## config.mk

```make
export PLATFORM = sky130hd
export DESIGN_NAME = fx3_burst_reader
export DESIGN_NICKNAME = d
export VERILOG_FILES = /design/src/rtl/fx3_burst_reader.sv
export SDC_FILE = /design/constraint.sdc
export NUM_CORES = 1
export LEC_CHECK = 0
export CAP_MARGIN = 10
export CORE_AREA = 2 2 48 95
export CTS_CLUSTER_SIZE = 10
export DETAILED_ROUTE_END_ITERATION = 10
export DIE_AREA = 0 0 50 97
export PLACE_DENSITY = 0.73
export SLEW_MARGIN = 20
export SYNTH_ARGS = -nofsm -noshare
export SYNTH_HDL_FRONTEND = slang
export SYNTH_SLANG_ARGS = --single-unit
export TNS_END_PERCENT = 50
```

## constraint.sdc

```tcl
create_clock -name outputClock -period 5.6 [get_ports outputClock]
set_clock_uncertainty 0.2 [all_clocks]
set_input_delay 1.12 -clock outputClock [delete_from_list [all_inputs] [get_ports outputClock]]
set_output_delay 1.12 -clock outputClock [all_outputs]
set_load 0.03 [all_outputs]
```

## src/rtl/fx3_burst_reader.sv

```systemverilog
// fx3_burst_reader
//   Drains 16-bit samples from the show-ahead read port of the sample FIFO.
//   Presents them to the FX3 GPIF bus in fixed-length bursts. Everything runs
//   in the FIFO read-clock domain and is paced by the FIFO's registered flags.
//
// Ports
//   outputClock    GPIF clock (same as the FIFO read clock)
//   nReset         asynchronous active-low reset
//   collectData    capture enable; low abandons any burst and clears errors
//   fifoData       FIFO show-ahead data, valid while the FIFO is not empty
//   empty_flag     registered FIFO empty flag
//   halfFull_flag  registered FIFO half-full flag
//   full_flag      registered FIFO full flag
//   fifoAck        FIFO read acknowledge; consumes one word per high cycle
//   fx3Ready       FX3 accepts a word this cycle
//   dataOut        word to the GPIF bus
//   dataValid      dataOut carries a new word this cycle
//   dataAvailable  a full burst can be served
//   overflowError  sticky: FIFO reached full while capturing
//   underflowError sticky: FIFO ran empty mid-burst
module fx3_burst_reader #(
  parameter int BURST_WORDS = 4096,
  parameter int GAP_CYCLES  = 4
) (
  input  logic        outputClock,
  input  logic        nReset,
  input  logic        collectData,
  input  logic [15:0] fifoData,
  input  logic        empty_flag,
  input  logic        halfFull_flag,
  input  logic        full_flag,
  output logic        fifoAck,
  input  logic        fx3Ready,
  output logic [15:0] dataOut,
  output logic        dataValid,
  output logic        dataAvailable,
  output logic        overflowError,
  output logic        underflowError
);

  localparam int CW = $clog2(BURST_WORDS) + 1;
  localparam int GW = (GAP_CYCLES > 1) ? $clog2(GAP_CYCLES) : 1;
  localparam logic [CW-1:0] LAST_WORD = CW'(BURST_WORDS - 1);
  localparam logic [GW-1:0] LAST_GAP  = GW'(GAP_CYCLES - 1);

  typedef enum logic [1:0] {IDLE, WAIT, BURST, GAP} readerState_t;

  readerState_t   state, stateNext;
  logic [CW-1:0]  wordCnt, wordCntNext;
  logic [GW-1:0]  gapCnt, gapCntNext;
  logic           availNext;
  logic           ackNow;

  // State register
  always_ff @(posedge outputClock or negedge nReset) begin
    if (!nReset) state <= IDLE;
    else         state <= stateNext;
  end

  // Next state, counters and the combinational FIFO acknowledge
  always_comb begin
    stateNext   = state;
    wordCntNext = wordCnt;
    gapCntNext  = gapCnt;
    availNext   = 1'b0;
    ackNow      = 1'b0;
    case (state)
      IDLE: begin
        if (collectData) stateNext = WAIT;
      end
      WAIT: begin
        availNext = halfFull_flag;
        if (halfFull_flag && fx3Ready) begin
          stateNext   = BURST;
          wordCntNext = '0;
        end
      end
      BURST: begin
        availNext = dataAvailable;
        // empty wins over everything, including a simultaneous full glitch
        ackNow    = fx3Ready && !empty_flag;
        if (ackNow) begin
          wordCntNext = wordCnt + CW'(1);
          if (wordCnt == LAST_WORD) begin
            stateNext  = GAP;
            gapCntNext = '0;
            availNext  = 1'b0;
          end
        end
      end
      GAP: begin
        if (gapCnt == LAST_GAP) stateNext = WAIT;
        else                    gapCntNext = gapCnt + GW'(1);
      end
      default: stateNext = IDLE;
    endcase
    // Dropping capture abandons the burst; ack is cut in the same cycle
    if (!collectData) begin
      stateNext = IDLE;
      ackNow    = 1'b0;
      availNext = 1'b0;
    end
  end

  assign fifoAck = ackNow;

  // One-register output pipeline plus sticky error flags
  always_ff @(posedge outputClock or negedge nReset) begin
    if (!nReset) begin
      wordCnt        <= '0;
      gapCnt         <= '0;
      dataOut        <= '0;
      dataValid      <= 1'b0;
      dataAvailable  <= 1'b0;
      overflowError  <= 1'b0;
      underflowError <= 1'b0;
    end else begin
      wordCnt       <= wordCntNext;
      gapCnt        <= gapCntNext;
      dataAvailable <= availNext;
      dataValid     <= ackNow;
      if (ackNow)            dataOut <= fifoData;
      else if (!collectData) dataOut <= '0;
      if (!collectData) begin
        overflowError  <= 1'b0;
        underflowError <= 1'b0;
      end else begin
        if (full_flag && state != IDLE)
          overflowError <= 1'b1;
        if (state == BURST && fx3Ready && empty_flag)
          underflowError <= 1'b1;
      end
    end
  end

endmodule

```

# Word level (Yosys, flattened, before mapping)
# Cells that the tools add are included.
# word_totals
regBits,37
in_bits,23
out_inout_bits,21
word_cells,65
# classes
addsub,2
n_eq_ne,16
n_mux,25
reduce_logical,14
# ops
cell,n
two-way mux 16 bit,2
two-way mux 13 bit,2
one-hot mux 13 bit (2 select lines),1
two-way mux 2 bit,8
"adder 13 x 1 -> 13 bit, second input constant",1
"== test 13 x 12 -> 1 bit, second input constant",1
"inequality test 3 bit, second input constant",4
two-way mux 1 bit,9
"inequality test 2 bit, second input constant",4
one-hot mux 2 bit (4 select lines),1
AND reduction 4 bit,2
"== test 2 bit, second input constant",3
"inequality test 2 x 1 -> 1 bit, second input constant",3
nonzero test 2 bit,3
logical AND 1 bit,5
one-hot mux 2 bit (2 select lines),1
AND reduction 3 bit,1
"adder 2 x 1 -> 2 bit, second input constant",1
"== test 2 x 1 -> 1 bit, second input constant",1
logical NOT 2 bit,1
one-hot mux 1 bit (2 select lines),1
AND reduction 2 bit,1
logical NOT 1 bit,1

# Depth between registers and ports, before layout
# depth
word_depth,5
ltp_mapped,8
ltp_nobuf,6

# Worst setup path before layout
# OpenSTA, ideal clock, no wires.
# synth_timing
path_kind,input port to output port
start,input port empty_flag
end,output port fifoAck
arrival_ns,2.064
required_time_ns,4.280
setup_slack_ns,2.216
cell_stages,3
path_buffers,1
path_cell_list,nand3b_2 clkbuf_1 nor2_1
# synth_between
elab_chain_len,4
# synth_rtl
element,line,rtl
start: declaration,29,"input logic empty_flag,"
logical NOT 1 bit,81,ackNow = fx3Ready && !empty_flag;
logical AND 1 bit,81,
two-way mux 1 bit,67,case (state)
two-way mux 1 bit,98,if (!collectData) begin
end: declaration,32,"output logic fifoAck,"
# Every way passes these cells.

# Worst setup path after layout
# layout_timing
start,input port fx3Ready
end,output port fifoAck
# layout_between
elab_chain_len,3
# layout_rtl
element,line,rtl
start: declaration,33,"input logic fx3Ready,"
logical AND 1 bit,81,
two-way mux 1 bit,67,
two-way mux 1 bit,98,
# Every way passes these cells.

==> metrics.md <==
| Metric | Value |
|---|---|
| Most frequent CP cell | `clkdlybuf4s50_1` |
| Max Cap Violations | `0` |
| Setup_tns | `0 ps` |
| Initial antenna violation count | `0` |
| Post-synthesis adder-cell area fraction | `4.03%` |
| First-pass GRT wire length | `7.44 mm` |
| CTS tree | `done` |
| PortBufs | `43` |
| Status | `complete, no violations` |
| Top cell type's share of synthesized area | `49.8%` |
| Main combinational cell family by area after synthesis | `simple AND/OR/NAND/NOR gates` |
| Slowest stage delay, CP | `700 ps` |
| Leakage | `0.991 nW` |
| Yosys reg bits | `37` |
| Routed vias/inst | `5.44` |
| CP max FO | `19` |
| Worst slack, placed | `1250 ps` |
| Total Power | `0.692 mW` |
| NumNets Final | `271` |
| Synth Area in Simple Gates | `25.4%` |
| Crit-path cells | `clkdlybuf4s50_1, nand3b_2, nor2_1, clkdlybuf4s50_1` |
| Hold buffer count at CTS | `0` |
| Die Y-Extent | `97 µm` |
| Die area | `4850 µm²` |
| Post-route ant nets | `0` |
| Total clock sinks | `37` |
| Area leader, netlist | `dfrtp_1` |
| Final GP Congestion | `0.762` |
| Clock Path Buffers | `2` |
| # setup viols final | `0` |
| Slew HR | `44.5%` |
| RSZ-0062 raised after global routing | `false` |
| Synth Area in XOR/XNOR | `0.471%` |
| Slew @ Worst Pin | `833 ps` |
| Initial Util | `45.5%` |
| Number of synthesized flops with an enable pin | `0` |
| Reg2reg setup slack | `3110 ps` |
| TritonCTS buffer count | `5` |
| Residual DRC | `0` |
| Synth Area in Compound Gates | `15.7%` |
| Commonest cells in the netlist | `nand2_1 (52), dfrtp_1 (37), a21oi_1 (29)` |
| Max stage delay cell, worst path | `clkdlybuf4s50_1` |
| Post-CTS resize count | `0` |
| Area Overhead vs Synth | `28.9%` |
| Core area | `4090 µm²` |
| Period Utilization, post-route | `77.8%` |
| Worst-path clk slew | `80 ps` |
| Post-synth ARST share | `100%` |
| Critical R2R Capture | `wordCnt[9]$_DFFE_PN0P_` |
| First DRT Iteration DRCs | `27` |
| Critical path class | `in2out` |
| Final Hold Fails | `0` |
| Hold Startpoint | `wordCnt[12]$_DFFE_PN0P_` |
| Global Route Usage Sum | `19.5%` |
| Slew Limit Fails | `0` |
| Post-synthesis sequential area ratio | `49.8%` |
| Top delay family on crit path | `buffers and inverters` |
| CP required | `4280 ps` |
| Rows | `33` |
| Postcts setup bufs | `0` |
| Layout cell share with drive strength beyond 1 | `7.00%` |
| Worst vdd ir | `0.211 mV` |
| Maximum level of the CTS H-tree | `2` |
| R2R depth | `6` |
| Mapped Cells | `200` |
| Syn nets | `229` |
| Tmin final | `4360 ps` |
| Hold EP | `wordCnt[12]$_DFFE_PN0P_` |
| Skew-Pair Late Insertion Delay | `290 ps` |
| Crit path DAT | `3040 ps` |
| Worst Setup End Kind | `output port` |
| Top-count cell post-synth | `nand2_1` |
| Synthesized cell area | `1860 µm²` |
| Hold depth | `1` |
| Mux contribution to synthesized area | `1.68%` |
| Synth area leaders | `dfrtp_1 (50%), nand2_1 (10%), a21oi_1 (7.8%), ha_1 (4.0%), or4_1 (2.0%)` |
| Worst r2r src | `state[0]$_DFFE_PN0P_` |
| Pin count of the biggest net entering global routing | `38` |
| Count of cell types in the netlist | `40` |
| Most used flip-flop cell after synthesis | `dfrtp_1` |
| Synth warnings | `0` |
| Routed length per instance | `14.5 µm` |
| GR Overflow Total | `0` |
| CTS root buf | `clkbuf_8` |
| Buf/Inv on CP | `2` |
| Num ports | `44` |
| Vias in the first global route | `1724` |
| Worst hold path type | `reg2reg` |
| Cell depth of the worst setup path | `4` |
| Post-Syn Area per Cell | `9.30 µm²` |
| Final WL | `4.27 mm` |
| Util after Layout | `58.6%` |
| Post-DP HPWL | `3.15 mm` |
| Ant. Diodes | `0` |
| CP Launch Type | `input pin` |
| Vias | `1606` |
| Pwr/cell area | `289 nW/µm²` |
| PnR worst setup slack | `1240 ps` |
| Die Width | `50 µm` |
| Fmax | `0.229 GHz` |
| Drt first pass iters | `5` |
[registers in the layout (all words and copies together) (netlist names)]
name,count
dataOut,16
dataAvailable,1
state,2
dataValid,1
underflowError,1
overflowError,1
wordCnt,13
gapCnt,2
[cell type report]
type,count,area (µm²)
Clock inverter,3,17.5
Tap cell,52,65.1
Clock buffer,5,68.8
Timing Repair Buffer,43,425
Multi-Input combinational cell,151,880
Inverter,4,15.0
Fill cell,352,1690
Sequential cell,37,926
[cells by family (layout without fill, tap and decap cells)]
kind of cell | count (synthesis) | after routing
flops | 37 | 37
fa+ha+maj | 6 | 6
buf+inv | 12 | 55
compound gates | 46 | 46
mux | 3 | 3
simple gates | 95 | 95
xor+xnor | 1 | 1
[cells in the final DEF (no fill, tap or decap), types with 4 or more instances in the layout]
cell | netlist | layout
dfrtp_1 | 37 | 37
ha_1 | 6 | 6
nor2_1 | 7 | 7
inv_1 | 4 | 4
nand3_1 | 6 | 6
a21oi_1 | 29 | 29
clkbuf_8 | 0 | 5
o21ai_0 | 4 | 4
or4_1 | 5 | 5
clkdlybuf4s50_1 | 0 | 42
nand2b_1 | 4 | 4
nand2_1 | 52 | 52
[how the worst max path moves through the flow]
| stage | from | to | slack [ps] |
|---|---|---|---|
| finish | fx3Ready | fifoAck | 1240 |
| CTS | fx3Ready | fifoAck | 1220 |
| global route | fx3Ready | fifoAck | 1130 |
| floorplan | empty_flag | fifoAck | 2220 |
| detailed placement | fx3Ready | fifoAck | 1250 |
| global placement | fx3Ready | fifoAck | 1290 |
[power by group]
group | leakage (nW) | internal, mW | switching, mW
logic | 0.437 | 0.0855 | 0.107
clock network | 0.0439 | 0.0859 | 0.0988
registers | 0.510 | 0.293 | 0.0215
[metrics by stage]
stage	cell area (µm²)	std cells	hold slack, ps
final	2400	295	292
after global routing	2400	295	327
after CTS	2400	295	296
after detailed placement	2310	287	286
after global placement	2310	287	274
after floorplan	1860	200	246
[per-layer routing]
layer	global-route usage (%)	share of wire (%)	vias to the layer above	wire length, µm
met5	0	0	-	0
met4	7.69	1.7	0	72
met3	3.70	3.9	7	168
met2	36.0	58	41	2470
met1	20.5	36	771	1560
li1	-	-	787	-
(Power assumes the default switching activity.)
